File: config.mk
export PLATFORM = sky130hd
export DESIGN_NAME = isp_mode_ctrl
export DESIGN_NICKNAME = d
export VERILOG_FILES = /design/src/rtl/isp_mode_ctrl.sv
export SDC_FILE = /design/constraint.sdc
export NUM_CORES = 1
export LEC_CHECK = 0
export BUFFER_PORTS_ARGS = -buffer_cell sky130_fd_sc_hd__buf_2
export CAP_MARGIN = 30
export CORE_ASPECT_RATIO = 0.9
export CORE_UTILIZATION = 25
export CTS_CLUSTER_SIZE = 8
export DETAILED_ROUTE_END_ITERATION = 16
export HOLD_SLACK_MARGIN = 0.08
export PLACE_DENSITY = 0.45
export SLEW_MARGIN = 25
export SYNTH_ARGS = -nofsm -noshare
export SYNTH_HDL_FRONTEND = slang
export SYNTH_SLANG_ARGS = --single-unit
File: constraint.sdc
create_clock -name clk -period 6.6 [get_ports clk]
set_input_delay 0.33 -clock clk [delete_from_list [all_inputs] [get_ports clk]]
set_output_delay 0.33 -clock clk [all_outputs]
set_load 0.01 [all_outputs]
File: src/rtl/isp_mode_ctrl.sv
// Frame-synchronous ISP display-mode / gamma selector driven by debounced buttons
// and UART command bytes; staged values are applied on the frame-start edge.
module isp_mode_ctrl #(
    parameter int MODE_NUM     = 7,
    parameter int MODE_W       = 4,
    parameter int GAMMA_NUM    = 4,
    parameter int GAMMA_W      = 2,
    parameter int GAMMA_RESET  = 2,
    parameter int DEBOUNCE_CYC = 1_000_000,
    parameter int CMD_TIMEOUT  = 50_000_000,
    parameter int VSYNC_POL    = 1,
    parameter int FRAME_SYNC   = 1
) (
    input  logic               clk,
    input  logic               reset,
    input  logic               btn_next,
    input  logic               btn_prev,
    input  logic               cmd_valid,
    input  logic [7:0]         cmd_data,
    input  logic               frame_vsync,
    output logic [MODE_W-1:0]  mode,
    output logic [GAMMA_W-1:0] gamma_type,
    output logic               mode_pending,
    output logic               cmd_ack,
    output logic               cmd_err
);

    localparam int DB_W = $clog2(DEBOUNCE_CYC + 1);
    localparam int TO_W = $clog2(CMD_TIMEOUT + 1);
    localparam logic [DB_W-1:0]   DB_LAST   = DB_W'(DEBOUNCE_CYC - 1);
    localparam logic [TO_W-1:0]   TO_LAST   = TO_W'(CMD_TIMEOUT - 1);
    localparam logic [MODE_W-1:0] MODE_LAST = MODE_W'(MODE_NUM - 1);
    localparam logic              VS_ACT    = (VSYNC_POL != 0);
    localparam logic              APPLY_NOW = (FRAME_SYNC == 0);

    typedef enum logic [1:0] {IDLE, ARG_M, ARG_G} cmd_state_t;

    // ---------------- synchronisers and debounce ----------------
    logic [1:0]      nxt_sync, prv_sync;
    logic [2:0]      vs_pipe;
    logic [DB_W-1:0] nxt_cnt, prv_cnt;
    logic            nxt_deb, prv_deb, nxt_deb_q, prv_deb_q;
    logic            nxt_step, prv_step;
    logic            vs_edge;

    always_ff @(posedge clk) begin
        if (reset) begin
            nxt_sync  <= '0;
            prv_sync  <= '0;
            vs_pipe   <= {3{~VS_ACT}};
            nxt_cnt   <= '0;
            prv_cnt   <= '0;
            nxt_deb   <= 1'b0;
            prv_deb   <= 1'b0;
            nxt_deb_q <= 1'b0;
            prv_deb_q <= 1'b0;
            nxt_step  <= 1'b0;
            prv_step  <= 1'b0;
        end else begin
            nxt_sync  <= {nxt_sync[0], btn_next};
            prv_sync  <= {prv_sync[0], btn_prev};
            vs_pipe   <= {vs_pipe[1:0], frame_vsync};
            nxt_deb_q <= nxt_deb;
            prv_deb_q <= prv_deb;
            nxt_step  <= nxt_deb & ~nxt_deb_q;
            prv_step  <= prv_deb & ~prv_deb_q;

            if (nxt_sync[1] == nxt_deb) begin
                nxt_cnt <= '0;
            end else if (nxt_cnt == DB_LAST) begin
                nxt_cnt <= '0;
                nxt_deb <= ~nxt_deb;
            end else begin
                nxt_cnt <= nxt_cnt + DB_W'(1);
            end

            if (prv_sync[1] == prv_deb) begin
                prv_cnt <= '0;
            end else if (prv_cnt == DB_LAST) begin
                prv_cnt <= '0;
                prv_deb <= ~prv_deb;
            end else begin
                prv_cnt <= prv_cnt + DB_W'(1);
            end
        end
    end

    assign vs_edge = (vs_pipe[1] == VS_ACT) && (vs_pipe[2] != VS_ACT);

    // ---------------- command FSM ----------------
    cmd_state_t      state, state_nx;
    logic [TO_W-1:0] to_cnt;
    logic [7:0]      digit;
    logic            is_digit, timeout;
    logic            ack_d, err_d;
    logic            cmd_inc, cmd_dec, cmd_mode_wr, cmd_gamma_wr;

    assign digit    = cmd_data - 8'h30;
    assign is_digit = (cmd_data >= 8'h30) && (cmd_data <= 8'h39);
    assign timeout  = (state != IDLE) && !cmd_valid && (to_cnt == TO_LAST);

    always_ff @(posedge clk) begin
        if (reset) begin
            state  <= IDLE;
            to_cnt <= '0;
        end else begin
            state <= state_nx;
            if (state == IDLE || cmd_valid)
                to_cnt <= '0;
            else
                to_cnt <= to_cnt + TO_W'(1);
        end
    end

    always_comb begin
        state_nx = state;
        case (state)
            IDLE: begin
                if (cmd_valid && cmd_data == "m")
                    state_nx = ARG_M;
                else if (cmd_valid && cmd_data == "g")
                    state_nx = ARG_G;
            end
            ARG_M, ARG_G: begin
                if (cmd_valid || timeout)
                    state_nx = IDLE;
            end
            default: state_nx = IDLE;
        endcase
    end

    always_comb begin
        ack_d        = 1'b0;
        err_d        = 1'b0;
        cmd_inc      = 1'b0;
        cmd_dec      = 1'b0;
        cmd_mode_wr  = 1'b0;
        cmd_gamma_wr = 1'b0;
        if (cmd_valid) begin
            case (state)
                IDLE: begin
                    case (cmd_data)
                        "+": begin cmd_inc = 1'b1; ack_d = 1'b1; end
                        "-": begin cmd_dec = 1'b1; ack_d = 1'b1; end
                        "m", "g": ;
                        "1", "2", "3": begin
                            if (32'(digit) < GAMMA_NUM) begin
                                cmd_gamma_wr = 1'b1;
                                ack_d        = 1'b1;
                            end else begin
                                err_d = 1'b1;
                            end
                        end
                        default: err_d = 1'b1;
                    endcase
                end
                ARG_M: begin
                    if (is_digit && 32'(digit) < MODE_NUM) begin
                        cmd_mode_wr = 1'b1;
                        ack_d       = 1'b1;
                    end else begin
                        err_d = 1'b1;
                    end
                end
                ARG_G: begin
                    if (is_digit && 32'(digit) < GAMMA_NUM) begin
                        cmd_gamma_wr = 1'b1;
                        ack_d        = 1'b1;
                    end else begin
                        err_d = 1'b1;
                    end
                end
                default: ;
            endcase
        end
    end

    // ---------------- staging and apply ----------------
    logic [MODE_W-1:0]  next_mode, mode_inc, mode_dec;
    logic [GAMMA_W-1:0] next_gamma;
    logic               cmd_wr, btn_inc, btn_dec;

    assign mode_inc = (next_mode == MODE_LAST) ? '0 : next_mode + MODE_W'(1);
    assign mode_dec = (next_mode == '0) ? MODE_LAST : next_mode - MODE_W'(1);
    // Any command write masks a coincident button step; opposite steps cancel.
    assign cmd_wr  = cmd_inc | cmd_dec | cmd_mode_wr | cmd_gamma_wr;
    assign btn_inc = nxt_step & ~prv_step & ~cmd_wr;
    assign btn_dec = prv_step & ~nxt_step & ~cmd_wr;

    always_ff @(posedge clk) begin
        if (reset) begin
            next_mode    <= '0;
            next_gamma   <= GAMMA_W'(GAMMA_RESET);
            mode         <= '0;
            gamma_type   <= GAMMA_W'(GAMMA_RESET);
            mode_pending <= 1'b0;
            cmd_ack      <= 1'b0;
            cmd_err      <= 1'b0;
        end else begin
            cmd_ack <= ack_d;
            cmd_err <= err_d;
            if (cmd_mode_wr)
                next_mode <= MODE_W'(digit);
            else if (cmd_inc || btn_inc)
                next_mode <= mode_inc;
            else if (cmd_dec || btn_dec)
                next_mode <= mode_dec;
            if (cmd_gamma_wr)
                next_gamma <= GAMMA_W'(digit);
            if (APPLY_NOW || vs_edge) begin
                mode       <= next_mode;
                gamma_type <= next_gamma;
            end
            mode_pending <= (next_mode != mode) || (next_gamma != gamma_type);
        end
    end

endmodule

After elaboration in Yosys (flattened, before gate mapping). Index checks and enable logic that the tools add are counted.

Eq/ne operators: 19. Order comparisons: 4. Muxes and demuxes: 30. Add/sub/neg operators: 6. Reduce and logical (&&, ||, !) cells: 29. Bitwise operators: 20.

Operators by type and width (number): 20-bit by 1-bit adder with 20-bit output (second input constant) (2); 20-bit equality test (second input constant) (2); 8-bit by 6-bit equality test with 1-bit output (second input constant) (5); 26-bit by 1-bit adder with 26-bit output (second input constant) (1); 26-bit equality test (second input constant) (1); 4-bit 2-to-1 mux (5); 8-bit by 7-bit equality test with 1-bit output (second input constant) (2); 8-bit by 3-bit less-than comparator with 1-bit output (second input constant) (2); 1-bit 2-to-1 mux (16); 1-bit NOT (11); 3-bit OR reduction (3); 8-bit by 6-bit greater-or-equal comparator with 1-bit output (second input constant) (1); 8-bit by 6-bit less-or-equal comparator with 1-bit output (second input constant) (1); 1-bit logical AND (8); 2-bit OR reduction (4); 8-bit by 6-bit subtractor with 8-bit output (second input constant) (1); 1-bit AND (6); 2-bit 2-to-1 mux (3); 1-bit one-hot mux with 2 select lines (3); 1-bit one-hot mux with 3 select lines (2); 2-bit AND reduction (3); 1-bit logical OR (5); 4-bit by 1-bit adder with 4-bit output (second input constant) (1); 4-bit by 3-bit equality test with 1-bit output (second input constant) (1); 16 further kinds (19).

Word-level logic and storage cells: 128. Output and inout port bits: 9. Register bits after elaboration: 96.

Longest topological paths before layout. Gate-level depths: netlist of run 1.

Word-level depth: 14. Gate-level depth with buffers: 8. Gate-level depth less buffers: 8.

Least setup slack after synthesis of run 1. No wires, ideal clock.

Path kind: input-to-reg. Start: input port cmd_data[4]. End: register next_mode[0]. Setup time: 0.079 ns. Slack: 4.224 ns. Arrival: 2.297 ns. Cell stages on the path: 6. Cells stage by stage: or4b_4 or2_4 or4_4 and2_4 a2111o_1 a211oi_2.

Word-level cells in the longest chain between the ends: 13.

RTL lines: start, declared (line 19) `input logic [7:0] cmd_data,`; 8-bit by 6-bit subtractor with 8-bit output (tied with other cells) (line 98) `assign digit = cmd_data - 8'h30;`; 8-bit by 3-bit less-than comparator with 1-bit output / 1-bit logical AND (equally long branches) (line 158, 99); 1-bit logical AND (line 158) `if (is_digit && 32'(digit) < MODE_NUM) begin`; 1-bit 2-to-1 mux (line 158); 1-bit 2-to-1 mux (line 140) `case (state)`; 1-bit 2-to-1 mux (line 139) `if (cmd_valid) begin`; 1-bit bitwise OR (2 in a row) (line 186) `assign cmd_wr = cmd_inc | cmd_dec | cmd_mode_wr | cmd_gamma_wr;`; 1-bit NOT (line 187, 188); 1-bit AND (line 187) `assign btn_inc = nxt_step & ~prv_step & ~cmd_wr;`; 1-bit logical OR (line 204) `else if (cmd_inc || btn_inc)`; 4-bit 2-to-1 mux (line 204); 4-bit 2-to-1 mux (line 202) `if (cmd_mode_wr)`; end signal, assigned (line 203) `next_mode <= MODE_W'(digit);`; end signal, assigned (line 205) `next_mode <= mode_inc;`; end signal, assigned (line 207) `next_mode <= mode_dec;`; end, declared (line 179) `logic [MODE_W-1:0] next_mode, mode_inc, mode_dec;`.

Parallel ways exist; a longest one is shown, timed or not. A chain may end at the register's enable or synchronous reset.

Final worst setup path of run 1.
Start: register state[0]. End: register next_mode[2].

Word-level cells in the longest chain between the ends: 11.

RTL lines: start, declared (line 91) `cmd_state_t state, state_nx;`; start signal, assigned (line 107) `state <= state_nx;`; 2-bit logical NOT (line 140); 1-bit 2-to-1 mux (line 140); 1-bit 2-to-1 mux (line 139); 1-bit bitwise OR (3 in a row) (line 186); 1-bit NOT (line 187, 188); 1-bit AND (line 187); 1-bit logical OR (line 204); 4-bit 2-to-1 mux (line 204); 4-bit 2-to-1 mux (line 202).

Parallel ways exist; a longest one is shown, timed or not.

==> flow_summary_export.csv, run 1 <==
group,metric,value,unit
routing,vias_per_cell,4.42,
power,p_int,934,uW
sta,max_slew_margin,40.9,%
power,power_frac_seq,49.8,%
routing,drt_wl_total,8.81,mm
floorplanning,dieArea,0.0182,sq mm
routing,drc_errors,0,
global_routing,met2_usage,16.5,%
synth,avgSynthCellArea,8.56,sq um
global_routing,antenna_found_initial,0,
clock_network,clk_pin_slew_worst_paths,0.07,ns
sta,max_freq,0.386,GHz
floorplanning,start_util,25.8,%
power,p_comb_share,2.5,%
setup_path,cp.required,6.85,ns
synth,synth_ff_type,"dfxtp_1",
synth,async_reset_ff_share,0,%
floorplanning,num_rows,45,
cells_and_area,antenna_cells,0,
setup_path,cp.arrival,2.84,ns
sta,maxSlewViolCount,0,
power,p_sw_share,20.5,%
sta,hold_viol,0,
global_routing,grt_pass1_wl,15.2,mm
clock_network,cts_resized,0,
sta,min_period_over_period,39.3,%
floorplanning,die_w,142,um
status,outcome,"finished clean",
setup_path,worstSetupPathType,"flop to flop",
cells_and_area,drive_above_1_share,9.83,%
placement,gp_congestion,0.816,
clock_network,cts_root_buffer,"clkbuf_16",
sta,period_minus_slack,2.59,ns
synth,ys_warn_count,0,
sta,tightest_slew,0.886,ns
cells_and_area,finalNonFillerCells,774,
sta,fin_ws,4.01,ns
power,ir_drop,162,uV
sta,finClkSkew,0.00574,ns
global_routing,gr-max-usage-layer,"met2",
global_routing,use_met3,3.14,%
global_routing,overflow,0,
power,total_power,1170,uW
routing,first_pass_iters,4,
synth,netlist_instances,515,
hold_path,hp-class,"input port to flop",
clock_network,clock_sink_count,96,
global_routing,use_met1,13.6,%
placement,port_buffers,22,
global_routing,grt_max_degree,31,
run,cap_violations,0,
floorplanning,chipHeight,128,um
global_routing,track_usage,10.5,%
cells_and_area,areaGrowthSynthToFinish,15.3,%
synth,yosysUniqueCellTypes,51,
sta,setup_viol_count_final,0,
routing,vias,3423,
setup_path,crit_fanout,7,
clock_network,cts_setup_buffers,0,
global_routing,grt_pass1_vias,3270,
placement,dp.cells,757,
cells_and_area,final_net_count,559,
synth,synth-edff-count,0,
power,power_density,231,mW/mm^2
clock_network,cts_tree,"yes",
routing,drt_iter0_markers,182,
clock_network,cts_hold_buf,0,
routing,ant_nets,0,
clock_network,htree_levels,3,
floorplanning,core_area,0.0171,sq mm
synth,syn_nets,540,
synth,ys_seq_area_share,43.6,%
sta,rsz0062_at_grt,"no",
setup_path,start_kind,"flop",
power,power.switching,240,uW
clock_network,cts_buffers,9,
placement,hpwl,6.15,mm
synth,ys_ff_latch,96,
power,leakage,0.00170,uW
floorplanning,num_io_pins,23,
clock_network,clock_path_buffers,2,
sta,setup_tns,0,ns
placement,pre_cts_ws,4.02,ns
clock_network,worstSkewPairLatency,0.34,ns
routing,wl_per_cell,11.4,um
synth,syn_area,0.00441,sq mm
power,clock_power_share,47.7,%
setup_path,cp-end-kind,"flop",
-- per-layer routing --
layer / vias up / wire length [um]
met3: 6 / 326
li1: 1790 / -
met1: 1583 / 4500
met2: 44 / 3890
met5: - / 0
met4: 0 / 91
-- cell families after synthesis --
kind of cell               after synthesis  synth area share [%]
muxes                                    4                 0.909
DFF                                     96                  43.6
and+or+nand+nor                        255                  28.6
AOI/OAI and AO/OA                       50                  7.84
xor gates and xnor gates                66                  13.1
adders and majority gates               11                  3.12
buffers and inverters                   33                  2.81
-- worst paths after layout --
path | slack [ns] | cells after the start | endpoint | startpoint
worst min-delay path | 0.20 | 2 | vs_pipe[0] | frame_vsync
worst max register to register | 4.01 | 8 | next_mode[2] | state[0]
worst max-delay path | 4.01 | 8 | next_mode[2] | state[0]
worst min register to register | 0.39 | 1 | prv_step | prv_deb_q
-- power groups by stage --
stage	logic, uW	clock network (uW)	registers (uW)
floorplan	19.0	0	598
global placement	29.7	0	598
CTS	30.2	583	584
detailed placement	29.9	0	598
finish	29.8	560	584
global route	33.3	606	584
-- registers in the layout, indices dropped and copies added, names as in the netlist, 3 cells and up --
signal and cells:
mode 4, vs_pipe 3, prv_cnt 20, nxt_cnt 20
to_cnt 26, next_mode 4
-- cell type report --
| type | instances | area [sq um] |
|---|---|---|
| Sequential cell | 96 | 1920 |
| Fill cell | 1799 | 12000 |
| Inverter | 18 | 67.6 |
| Multi-Input combinational cell | 386 | 2360 |
| Clock buffer | 10 | 239 |
| Tap cell | 235 | 294 |
| Timing Repair Buffer | 23 | 115 |
| Clock inverter | 6 | 82.6 |
-- per-stage QoR --
step                cell area (sq um)  utilization (%)  hold WS, ns
floorplan                        4410                -        0.367
global placement                 4750             27.9        0.383
detailed placement               4750             27.9        0.383
CTS                              5080             29.8        0.186
global route                     5080             29.8        0.210
finish                           5080             29.8        0.199
-- cell usage in the layout, fill, tap and decap left out, drive strengths merged, types with 2 or more instances in the layout --
cell	Yosys	final
xor2	42	42
clkinv	0	3
nand4	15	15
inv	18	18
nor2b	13	13
o31ai	2	2
nor4b	5	5
o32ai	3	3
ha	11	11
nor2	99	99
buf	2	22
or2	2	2
a22oi	2	2
o21ai	8	8
a31oi	4	4
or3	11	11
nor3	10	10
mux2i	4	4
a21oi	16	16
nor4	5	5
and3b	2	2
nand2	37	37
a221oi	2	2
xnor2	24	24
and3	8	8
and4	2	2
a211oi	2	2
or4b	2	2
a211o	3	3
bufinv	0	2
dfxtp	96	96
nand3	35	35
or4	2	2
clkbuf	13	11
-- critical path, cell delays in order (launching register included) --
cell,delay [ns]
dfxtp_1,0.34
inv_1,0.08
ha_1,0.31
o21a_1,0.19
nor3_1,0.05
o31ai_1,0.57
nand2_1,0.22
or4b_1,0.50
a311oi_1,0.24
-- synthesized netlist by cell type, drive strengths merged (5+ instances only) --
master   n  area share, %
xnor2   24            4.8
inv     18            1.5
clkbuf  13            1.1
nor4     5           0.71
dfxtp   96             44
ha      11            3.1
nor2    99            8.4
or3     11            1.6
nand4   15            2.1
a21oi   16            1.8
o21ai    8           0.91
nor4b    5           0.99
nand2   37            3.2
nor3    10            1.1
nand3   35            4.0
and3     8            1.1
xor2    42            8.3
nor2b   13            1.8
No activity file was read; power rests on OpenSTA's default activity.
==> run 2: changes to the inputs <==
clock period = 2.65 ns   (was 6.6 ns; I/O delays follow)
==> flow_summary_export.csv, run 2 (synthesis results as in run 1) <==
group,metric,value,unit
floorplanning,core_area,0.0171,sq mm
status,outcome,"finished clean",
setup_path,worstSetupPathType,"flop to flop",
placement,dp.cells,762,
routing,drt_wl_total,8.93,mm
clock_network,worstSkewPairLatency,0.35,ns
sta,period_minus_slack,2.40,ns
floorplanning,chipHeight,128,um
setup_path,crit_fanout,7,
global_routing,antenna_found_initial,0,
sta,maxSlewViolCount,0,
setup_path,r2r_slack,0.25,ns
setup_path,path_delay_family,"simple AND/OR/NAND/NOR gates",
placement,gp_congestion,0.793,
cells_and_area,final_net_count,567,
cells_and_area,finalNonFillerCells,782,
routing,wl_per_cell,11.4,um
global_routing,grt_pass1_wl,15.5,mm
floorplanning,num_rows,45,
floorplanning,start_util,25.8,%
routing,drc_errors,0,
placement,port_buffers,22,
clock_network,clk_pin_slew_worst_paths,0.07,ns
routing,vias,3521,
setup_path,critPathMaxStageDelay,0.49,ns
clock_network,cts_tree,"yes",
hold_path,hp-class,"input port to flop",
routing,drt_iter0_markers,241,
cells_and_area,antenna_cells,0,
clock_network,htree_levels,3,
sta,tightest_slew,0.899,ns
sta,rsz0062_at_grt,"no",
setup_path,start_kind,"flop",
global_routing,grt_pass1_vias,3360,
sta,hold_viol,0,
setup_path,worst-path-buf-inv,1,
clock_network,clock_sink_count,96,
clock_network,cts_buffers,9,
cells_and_area,largest_register_ffs,26,
setup_path,rr_startpoint,"state[0]",
placement,hpwl,6.39,mm
sta,max_slew_margin,40.0,%
clock_network,clock_path_buffers,2,
power,power_density,601,mW/mm^2
floorplanning,num_io_pins,23,
hold_path,holdCritStartpoint,"cmd_data[1]",
cells_and_area,top_register,"to_cnt",
sta,setup_viol_count_final,0,
global_routing,track_usage,10.8,%
cells_and_area,layout_commonest_cell,"nor2_1",
floorplanning,dieArea,0.0182,sq mm
routing,ant_nets,0,
sta,finClkSkew,0.00686,ns
hold_path,min_path_cells,2,
power,leakage,0.00176,uW
setup_path,cp.required,2.91,ns
sta,min_period_over_period,90.5,%
sta,setup_tns,0,ns
clock_network,cts_setup_buffers,0,
cells_and_area,layout_common_cells,"nor2_1 (99), dfxtp_1 (96), xor2_1 (42)",
setup_path,reg2reg_to,"next_mode[2]",
cells_and_area,top_regs,"to_cnt x26, nxt_cnt x20, prv_cnt x20",
power,ir_drop,353,uV
run,cap_violations,0,
setup_path,cp_cell_sequence,"inv_1, ha_1, nand2_1, o311a_2, o31ai_2, nand2_1, or4b_1, a311oi_1",
routing,first_pass_iters,4,
global_routing,grt_max_degree,30,
cells_and_area,drive_above_1_share,10.6,%
setup_path,r2r_cells,8,
setup_path,crit_top_cell,"nand2_1",
setup_path,cp.arrival,2.66,ns
floorplanning,die_w,142,um
global_routing,overflow,0,
setup_path,cp-end-kind,"flop",
hold_path,min_to,"next_gamma[1]",
setup_path,worst_path_max_delay_cell,"or4b_1",
clock_network,cts_root_buffer,"clkbuf_16",
routing,vias_per_cell,4.50,
cells_and_area,areaGrowthSynthToFinish,18.1,%
sta,max_freq,0.417,GHz
-- run 2: cell count changes in the layout (fill, tap and decap cells not counted) --
cell / previous run / this run
o31ai_2: 0 / 1
buf_4: 0 / 5
clkbuf_2: 1 / 0
clkinvlp_4: 1 / 0
bufinv_16: 2 / 4
o31ai_1: 2 / 1
dlygate4sd3_1: 0 / 4
clkinv_2: 3 / 2
-- run 2: report_power, final --
group / internal [uW] / leakage (uW) / switching (uW)
Sequential: 1450 / 0.000775 / 4.57
Clock: 1040 / 0.000182 / 551
Combinational: 33.0 / 0.000800 / 48.2
Total: 2520 / 0.00176 / 604
-- run 2: how the worst max path moves through the flow --
stage | start | end | slack (ns) | cells after the start
after global routing | state[1] | next_mode[2] | 0.09 | 8
final | state[0] | next_mode[2] | 0.25 | 8
after detailed placement | state[0] | next_mode[2] | 0.12 | 8
after CTS | state[0] | next_mode[2] | 0.12 | 8
after global placement | state[0] | next_mode[2] | 0.24 | 8
after floorplan | state[0] | next_mode[2] | 0.44 | 8
-- run 2: repair_timing --
action | CTS | global route
endpoints found under the setup margin | 0 | 1
hold endpoints to repair | 4 | 0
gates resized for setup | 0 | 1
hold buffers | 4 | 0
-- run 2: cell type report --
cell class                      instances  area, sq um
Fill cell                            1788        11900
Tap cell                              235          294
Clock buffer                           10          239
Inverter                               18         67.6
Sequential cell                        96         1920
Multi-Input combinational cell        386         2370
Clock inverter                          6          130
Timing Repair Buffer                   31          188
-- run 2: routing by layer --
layer	global-route usage [%]	wire, um	up-vias
li1	-	-	1810
met1	13.0	4360	1646
met2	17.4	4040	53
met3	3.55	377	12
met4	4.62	160	0
met5	0	0	-
-- run 2: through the flow --
stage          cell area [sq um]  power (uW)  worst slack [ns]  hold slack (ns)  utilization [%]
6_report                    5210        3130             0.251            0.166             30.5
5_1_grt                     5210        3240            0.0867            0.177             30.5
4_1_cts                     5200        3180             0.115            0.150             30.5
3_5_place_dp                4790        1570             0.117            0.358             28.1
3_3_place_gp                4790        1560             0.236            0.348             28.1
2_1_floorplan               4410        1540             0.444            0.246                -
